[src/rtl/fir_stream_mac.sv]
`default_nettype none
// ============================================================================
//  Module   : fir_stream_mac
//  Brief    : Streaming FIR with loadable coefficients and one shared MAC.
//             Define FIR_SAT_EN to saturate the output instead of truncating.
//  Revision : 1.0  initial release
// ============================================================================
module fir_stream_mac #(
    parameter int DATA_W = 16,
    parameter int COEF_W = 16,
    parameter int TAPS   = 16,
    parameter int OUT_W  = 24
) (
    input  logic                    clk,
    input  logic                    rst_n,
    input  logic                    in_valid,
    output logic                    in_ready,
    input  logic [DATA_W-1:0]       in_data,
    output logic                    out_valid,
    input  logic                    out_ready,
    output logic [OUT_W-1:0]        out_data,
    input  logic                    coef_we,
    input  logic [$clog2(TAPS)-1:0] coef_addr,
    input  logic [COEF_W-1:0]       coef_wdata,
    input  logic                    flush
);

    localparam int c_idx_w  = $clog2(TAPS);
    localparam int c_prod_w = DATA_W + COEF_W;
    localparam int c_acc_w  = DATA_W + COEF_W + $clog2(TAPS);

    localparam logic [1:0] c_st_idle = 2'd0;
    localparam logic [1:0] c_st_mac  = 2'd1;
    localparam logic [1:0] c_st_out  = 2'd2;

    logic [1:0]          r_state;
    logic [1:0]          w_next_state;
    logic [DATA_W-1:0]   r_x    [TAPS];
    logic [COEF_W-1:0]   r_coef [TAPS];
    logic [c_acc_w-1:0]  r_acc;
    logic [c_idx_w-1:0]  r_idx;
    logic [OUT_W-1:0]    r_out_data;
    logic [c_prod_w-1:0] w_prod;
    logic [c_acc_w-1:0]  w_sum;
    logic [OUT_W-1:0]    w_result;
    logic                w_last;

    assign w_prod = {{COEF_W{1'b0}}, r_x[r_idx]} * {{DATA_W{1'b0}}, r_coef[r_idx]};
    assign w_sum  = r_acc + {{(c_acc_w - c_prod_w){1'b0}}, w_prod};
    assign w_last = (r_idx == c_idx_w'(TAPS - 1));

`ifdef FIR_SAT_EN
    assign w_result = (|w_sum[c_acc_w-1:OUT_W]) ? {OUT_W{1'b1}} : w_sum[OUT_W-1:0];
`else
    assign w_result = w_sum[OUT_W-1:0];
`endif

    assign out_data = r_out_data;

    always_ff @(posedge clk) begin
        if (!rst_n) r_state <= c_st_idle;
        else        r_state <= w_next_state;
    end

    always_comb begin
        w_next_state = r_state;
        case (r_state)
            c_st_idle: if (in_valid)  w_next_state = c_st_mac;
            c_st_mac:  if (w_last)    w_next_state = c_st_out;
            c_st_out:  if (out_ready) w_next_state = c_st_idle;
            default:                  w_next_state = c_st_idle;
        endcase
    end

    always_comb begin
        in_ready  = (r_state == c_st_idle);
        out_valid = (r_state == c_st_out);
    end

    // Coefficients are only writable between samples so a result never mixes two sets.
    always_ff @(posedge clk) begin
        if (!rst_n) begin
            for (int k = 0; k < TAPS; k++) begin
                r_x[k]    <= '0;
                r_coef[k] <= COEF_W'(k + 1);
            end
            r_acc      <= '0;
            r_idx      <= '0;
            r_out_data <= '0;
        end else begin
            case (r_state)
                c_st_idle: begin
                    if (coef_we && (int'(coef_addr) < TAPS))
                        r_coef[coef_addr] <= coef_wdata;
                    if (in_valid) begin
                        r_x[0] <= in_data;
                        for (int k = 1; k < TAPS; k++) r_x[k] <= r_x[k-1];
                        r_acc <= '0;
                        r_idx <= '0;
                    end else if (flush) begin
                        for (int k = 0; k < TAPS; k++) r_x[k] <= '0;
                    end
                end
                c_st_mac: begin
                    r_acc <= w_sum;
                    r_idx <= r_idx + 1'b1;
                    if (w_last) r_out_data <= w_result;
                end
                default: ;
            endcase
        end
    end

endmodule
`default_nettype wire

[config.mk]
export PLATFORM = sky130hd
export DESIGN_NAME = fir_stream_mac
export DESIGN_NICKNAME = d
export VERILOG_FILES = /design/src/rtl/fir_stream_mac.sv
export SDC_FILE = /design/constraint.sdc
export NUM_CORES = 1
export LEC_CHECK = 0
export CELL_PAD_IN_SITES_DETAIL_PLACEMENT = 0
export CELL_PAD_IN_SITES_GLOBAL_PLACEMENT = 1
export CORE_MARGIN = 4
export CORE_UTILIZATION = 50
export DETAILED_ROUTE_END_ITERATION = 16
export HOLD_SLACK_MARGIN = 0.12
export PLACE_DENSITY_LB_ADDON = 0.1
export SLEW_MARGIN = 20
export SYNTH_ARGS = -nofsm -noshare
export SYNTH_HDL_FRONTEND = slang
export SYNTH_SLANG_ARGS = --single-unit
[constraint.sdc]
create_clock -name clk -period 9.3 [get_ports clk]
set_input_delay 0.93 -clock clk [delete_from_list [all_inputs] [get_ports clk]]
set_output_delay 0.93 -clock clk [all_outputs]
set_load 0.01 [all_outputs]
; Word level (Yosys, flattened, before mapping)
; Memories as Yosys holds them, arrays and structs flattened. A register that Yosys moved wholly into a read port is not among the register bits.
; Index checks and enable logic that the tools add are counted.
[word_totals]
ram_bits = 512
n_memories = 2
out_inout_bits = 26
input_bits = 42
regBits = 66
[memory_table]
columns = name, depth, width, read_ports, rd_clocked_by_memory_dff, wr, line
row1 = r_coef, 16, 16, 1, 1, 16, 39  ; logic [COEF_W-1:0] r_coef [TAPS];
row2 = r_x, 16, 16, 16, 1, 16, 38  ; logic [DATA_W-1:0] r_x [TAPS];
[classes]
n_addsub = 2
mul = 1
bitwise_logic = 32
eq_ne = 6
n_mux = 61
n_reduce_logical = 6
[ops]
columns = operator, count
row1 = $mux W16, 33
row2 = $pmux W36 S2, 1
row3 = $add A36 B32 Y36, 1
row4 = $mux W36, 1
row5 = $mul A16 B16 Y32, 1
row6 = $or A1 B1 Y1, 32
row7 = $mux W4, 6
row8 = $reduce_or A16 Y1, 1
row9 = $mux W1, 15
row10 = $pmux W4 S2, 1
row11 = $mux W2, 3
row12 = $pmux W2 S3, 1
row13 = $add A4 B1 Y4 const B, 1
row14 = $eq A4 B4 Y1 const B, 1
row15 = $ne A2 B2 Y1 const B, 2
row16 = $reduce_and A2 Y1, 2
row17 = $reduce_and A3 Y1, 1
row18 = $eq A2 B1 Y1 const B, 1
row19 = $eq A2 B2 Y1 const B, 1
row20 = $logic_not A2 Y1, 1
row21 = $ne A2 B1 Y1 const B, 1
row22 = $reduce_bool A2 Y1, 1

; Logic depth before layout (Yosys ltp)
; Gate-level depths: netlist (run 1).
[depth]
word_depth = 6
ltp_mapped = 35

; Worst setup path before layout (run 1)
; OpenSTA, ideal clock, no wires.
[synth_timing]
path_type = register to register
from = reg with a tool-made name
to = reg r_out_data[23] (netlist: out_data[23])
setup_time_ns = 0.115
arrival_ns = 7.912
synth_period_minus_slack_ns = 8.027
path_stages_with_launch = 34
required_ns = 9.185
path_slack_ns = 1.273
path_cell_list = dfxtp_1 > buf_6 > buf_12 > buf_12 > buf_12 > buf_8 > buf_4 > buf_2 > mux4_2 > mux2_2 > o21ai_1 > buf_2 > a21oi_1 > fa_1 > inv_1 > fa_1 > fa_1 > inv_1 > fa_1 > fa_1 > inv_1 > fa_1 > inv_1 > ha_1 > o21ai_0 > a21oi_1 > o41ai_1 > o31ai_1 > o31a_1 > a31oi_1 > o21ai_0 > xnor2_1 > o21ai_1 > and2_1
[synth_rtl]
columns = item, line
row1 = end signal: assignment, 107  ; if (w_last) r_out_data <= w_result;
row2 = end: declaration, 42  ; logic [OUT_W-1:0] r_out_data;

==> results of run 1 <==
metal layers:
metal / vias up / part of all wire / routed length [µm] / global-route usage
li1: 9635 / - / - / -
met1: 10825 / 0.43 / 36400 / 0.349
met2: 727 / 0.46 / 38200 / 0.372
met3: 114 / 0.084 / 7030 / 0.0535
met4: 0 / 0.027 / 2290 / 0.0689
met5: - / 0 / 0 / 0
critical path, delay by kind of cell, from the launching register on:
family	cells	cell delay [ps]
flops	1	590
xor+xnor	1	190
simple gates	2	280
fa+ha+maj	7	3050
compound gates	8	1830
mux	2	1230
buf+inv	6	900
where the power goes:
part	internal [mW]	switching, mW	total, mW
Combinational	1.31	2.10	3.41
Sequential	2.83	0.0606	2.89
Clock	1.51	1.03	2.53
Total	5.64	3.19	8.83
kinds of logic (layout without fill, tap and decap cells):
logic type,count (synthesis),after routing
simple gates,1050,1050
flops,570,570
buf+inv,489,535
compound gates,287,287
fa+ha+maj,263,263
mux,156,156
xor+xnor,34,34
other cells,0,4
final timing paths:
| kind | start | endpoint | slack [ps] | depth (start not counted) |
|---|---|---|---|---|
| setup / recovery | flop | out_data[23] | 1060 | 26 |
| hold / removal | r_x[15][9] | r_x[15][9] | 450 | 2 |
| setup reg to reg | flop | out_data[23] | 1060 | 26 |
| hold reg to reg | r_x[15][9] | r_x[15][9] | 450 | 2 |
layout make-up:
class	instances	area (µm²)
fill	5489	28300
inverter	294	1100
clock buffer	83	1660
timing repair buffer	125	1140
multi-input combinational	1790	15500
sequential	570	15300
clock inverter	33	438
tap	855	1070
antenna	4	10.0
cell usage after synthesis (all sizes together), types with 39 or more instances:
cell type / number / share of area
dfxtp: 186 / 0.11
clkbuf: 155 / 0.018
a21oi: 161 / 0.025
ha: 73 / 0.028
nand2: 454 / 0.053
nor2: 75 / 0.0086
buf: 40 / 0.0086
inv: 294 / 0.034
and3: 130 / 0.025
and2: 251 / 0.048
edfxtp: 384 / 0.35
mux4: 142 / 0.10
fa: 190 / 0.12
o21ai: 39 / 0.0060
flip-flops by register name (all words and copies together) (netlist names), named ones only:
signal	count
r_coef	256
r_x	256
out_data	24
r_acc	24
r_idx	4
r_state	2
==> flow_metrics.py, run 1 <==
metrics = {
    "power_and_ir_drop": {
        "vdd_drop_max_v": 0.000236,
        "finalPower_mw": 8.83,
        "power.density_nw_per_um2": 244,
        "p_leak_nw": 14.0,
    },
    "clock_network": {
        "cts-htree-levels": 2,
        "clock-sinks": 570,
        "cts_buffers": 61,
        "insertion_delay_ps": 650,
        "clkTransAtPathRegs_ps": 60,
        "cts_buffer_depth": 3,
        "root_buffer": "clkbuf_16",
        "cts_resized": 0,
        "cts_hold_buf": 0,
        "cts_setup_buffers": 0,
        "cts_tree": "built",
    },
    "floorplan": {
        "die_x_um": 263,
        "fp.coreArea_um2": 64500,
        "ios": 68,
        "dieArea_um2": 69400,
        "die_h_um": 263,
        "num_rows": 93,
        "initial_core_util": 0.506,
    },
    "synth": {
        "async_reset_ff_frac": 0,
        "synth_flop_cell": "edfxtp_1",
        "synth-simple-area-share": 0.160,
        "ys_warn_count": 0,
        "synth_cell_types": 58,
        "synth_area_um2": 32600,
        "ys_seq_area_frac": 0.468,
        "synth.area.mux_share": 0.105,
        "avgSynthCellArea_um2": 11.4,
        "synth_edf_count": 384,
        "synth_seq_cells": 570,
        "synth_adder_area_share": 0.145,
        "synth_top_family_by_area": "simple AND/OR/NAND/NOR gates",
        "post_synth_inst_count": 2849,
        "synthXorXnorAreaFrac": 0.00955,
        "synthesis.nets": 3154,
        "synth_compound_area_frac": 0.0529,
    },
    "status": {
        "status": "finished, final reports clean",
    },
    "sta": {
        "setup_viol": 0,
        "relSlewSlack": 0.234,
        "min_period_ps": 8240,
        "fin_skew_ps": 44.7,
        "whs_ps": 454,
        "rsz0062_at_grt": "no",
        "slew_violations": 0,
        "finalCritPeriodShare": 0.886,
        "hold_viol_final": 0,
        "max_clock_freq_mhz": 121,
        "fin_ws_ps": 1060,
        "worst_pin_slew_ps": 1150,
        "fin_tns_setup_ps": 0,
    },
    "critical_path": {
        "slowest_delay_ps": 670,
        "slowest_stage": "mux4_2",
        "path_class": "flop to flop",
        "crit_fanout": 42,
        "crit_required_ps": 9800,
        "start_kind": "flop",
        "cp.arrival_ps": 8740,
        "end_kind": "flop",
    },
    "final_layout": {
        "synthToLayoutAreaGrowth_pct": 10.8,
        "fin_nets": 3147,
        "finalInstanceArea_um2": 36100,
        "fin_util": 0.561,
        "final_common_cell": "nand2_1",
        "drive_gt1_frac": 0.105,
        "fin_cells": 3754,
        "mostFrequentLayoutCells": "nand2_1, edfxtp_1, inv_1, and2_1, fa_1",
    },
    "detailed_routing": {
        "vias": 21301,
        "dr.pass1.iters": 5,
        "drt_iter0_markers": 2160,
        "routed_wl_um": 83900,
        "ant_nets": 0,
        "vias_per_cell": 5.67,
        "wl_per_cell_um": 22.4,
        "drcViolationCount": 0,
    },
    "placement": {
        "gp_congestion": 0.889,
        "dp_slack_ps": 1130,
        "numPortBuffers": 67,
        "dp_cells": 3634,
        "place_area_um2": 34000,
        "hpwl_um": 56000,
    },
    "global_route": {
        "grt_pass1_vias": 21707,
        "track_usage": 0.241,
        "grt_max_degree": 127,
        "overflow": 0,
        "antenna_found_initial": 4,
        "grt_pass1_wl_um": 130000,
    },
    "run": {
        "max_cap_viol_count": 0,
    },
    "worst_hold_path": {
        "hp-class": "flop to flop",
    },
}
Power figures use the tool's default switching activity.
==> run 2: changes to the inputs <==
--- a/config.mk
+++ b/config.mk
@@ -6,4 +6,5 @@
 export NUM_CORES = 1
 export LEC_CHECK = 0
+export ABC_CLOCK_PERIOD_IN_PS = 9300
 export CELL_PAD_IN_SITES_DETAIL_PLACEMENT = 0
 export CELL_PAD_IN_SITES_GLOBAL_PLACEMENT = 1
@@ -12,5 +13,5 @@
 export DETAILED_ROUTE_END_ITERATION = 16
 export HOLD_SLACK_MARGIN = 0.12
-export PLACE_DENSITY_LB_ADDON = 0.1
+export PLACE_DENSITY_LB_ADDON = 0.15
 export SLEW_MARGIN = 20
 export SYNTH_ARGS = -nofsm -noshare
==> constraint.sdc (replaced) <==
create_clock -name clk -period 9.3 [get_ports clk]
set_input_delay 0.93 -clock clk [delete_from_list [all_inputs] [get_ports clk]]
set_output_delay 0.93 -clock clk [all_outputs]
set_load 0.1 [all_outputs]
==> run 2 against run 1 <==
  * Power rose by 0.31%
  * Sequential power barely moved
  * Hold slack got worse by 3.0 ps
  * Cell count rose by 0.29%
  * Non-clock buffer count rose by 6
  * Sequential cell count did not move
  * Critical path depth fell by 1
  * Via count rose by 1.0%
  * Routed wire length rose by 1.2%
  * Largest power group unchanged
  * Highest routed layer unchanged
==> flow_metrics.py, run 2 (synthesis gave the netlist of run 1 again) <==
metrics = {
    "status": {
        "status": "finished, final reports clean",
    },
    "floorplan": {
        "ios": 68,
        "die_h_um": 263,
        "num_rows": 93,
        "initial_core_util": 0.506,
        "dieArea_um2": 69400,
        "die_x_um": 263,
        "fp.coreArea_um2": 64500,
    },
    "critical_path": {
        "start_kind": "flop",
        "path_class": "flop to flop",
        "cp.arrival_ps": 9280,
        "slowest_delay_ps": 750,
        "crit_required_ps": 9780,
        "end_kind": "flop",
        "rrSetupSlack_ps": 500,
        "crit_fanout": 29,
        "cp_common_cell": "fa_1",
        "slowest_stage": "dfxtp_4",
    },
    "clock_network": {
        "insertion_delay_ps": 610,
        "root_buffer": "clkbuf_16",
        "clock-sinks": 570,
        "cts_tree": "built",
        "cts_buffers": 67,
        "cts_resized": 0,
        "cts_setup_buffers": 0,
        "cts_hold_buf": 0,
        "cts-htree-levels": 3,
        "cts_buffer_depth": 3,
        "clkTransAtPathRegs_ps": 60,
    },
    "run": {
        "max_cap_viol_count": 0,
    },
    "sta": {
        "finalCritPeriodShare": 0.947,
        "worst_pin_slew_ps": 1010,
        "whs_ps": 451,
        "hold_viol_final": 0,
        "fin_tns_setup_ps": 0,
        "fin_skew_ps": 27.6,
        "setup_viol": 0,
        "min_period_ps": 8800,
        "relSlewSlack": 0.328,
        "rsz0062_at_grt": "no",
        "max_clock_freq_mhz": 114,
        "slew_violations": 0,
    },
    "detailed_routing": {
        "wl_per_cell_um": 22.6,
        "vias_per_cell": 5.72,
        "drt_iter0_markers": 1927,
        "ant_nets": 0,
        "drcViolationCount": 0,
        "dr.pass1.iters": 8,
        "routed_wl_um": 84900,
        "vias": 21522,
    },
    "placement": {
        "numPortBuffers": 67,
        "hpwl_um": 56900,
        "gp_congestion": 0.878,
    },
    "final_layout": {
        "drive_gt1_frac": 0.110,
        "mostFrequentLayoutCells": "nand2_1, edfxtp_1, inv_1, and2_1, fa_1",
        "fin_nets": 3159,
        "final_common_cell": "nand2_1",
        "reg_top3": "r_coef x256, r_x x256",
        "synthToLayoutAreaGrowth_pct": 11.2,
        "fillers": 5429,
    },
    "global_route": {
        "overflow": 0,
        "track_usage": 0.245,
        "grt_pass1_wl_um": 132000,
        "grt_pass1_vias": 22322,
        "grt_max_degree": 128,
        "antenna_found_initial": 2,
    },
    "power_and_ir_drop": {
        "power.density_nw_per_um2": 244,
        "finalPower_mw": 8.86,
        "p_leak_nw": 14.1,
        "vdd_drop_max_v": 0.000187,
    },
    "worst_hold_path": {
        "hp-class": "flop to flop",
    },
}
run 2: metal layers:
| layer | share of wire | routed length, µm | global-route usage | up-vias |
|---|---|---|---|---|
| met5 | 0 | 0 | 0 | - |
| met4 | 0.030 | 2560 | 0.0805 | 0 |
| met3 | 0.076 | 6460 | 0.0502 | 163 |
| met2 | 0.47 | 40100 | 0.393 | 787 |
| met1 | 0.42 | 35700 | 0.338 | 10911 |
| li1 | - | - | - | 9661 |
run 2: per-stage QoR:
step                      utilization  std cells  setup WS, ps  cell area, µm²
after CTS                       0.562       3763           560           36200
final                           0.562       3765           497           36300
after global placement          0.528       3639           771           34100
after floorplan                     -       2849          1270           32600
after detailed placement        0.529       3639           611           34100
after global routing            0.562       3764           171           36200
run 2: layout make-up:
class / count / area, µm² / area share
well taps: 855 / 1070 / 0.0295
clock buffers: 94 / 1930 / 0.0531
flip-flops and latches: 570 / 15300 / 0.421
clock inverters: 30 / 220 / 0.00607
multi-input cells: 1790 / 15500 / 0.426
diodes: 1 / 2.50 / 0.0000690
inverters: 294 / 1100 / 0.0304
repair buffers: 131 / 1210 / 0.0334
run 2: worst paths after layout:
check | from | end | depth (start not counted)
setup / recovery | flop | out_data[23] | 25
hold / removal | r_x[9][11] | r_x[10][11] | 2
setup reg to reg | flop | out_data[23] | 25
hold reg to reg | r_x[9][11] | r_x[10][11] | 2
run 2: where the power goes:
group	total (mW)	switching, mW	internal [mW]	leakage (nW)
Clock	2.56	1.07	1.49	1.05
Combinational	3.41	2.10	1.30	7.64
Sequential	2.89	0.0635	2.83	5.43
run 2: worst max-delay path, delay by kind of cell, from the launching register on:
family          cells  cell delay, ps
mux                 1             530
fa+ha+maj           7            3330
flops               1             750
xor+xnor            1             260
simple gates        3             960
compound gates      9            2320
buf+inv             4             490
==> run 3: changes to the inputs <==
ABC_CLOCK_PERIOD_IN_PS = default   (was 9300)
==> results of run 3 <==
Final layout, timing and power as in run 2 (identical DEF).
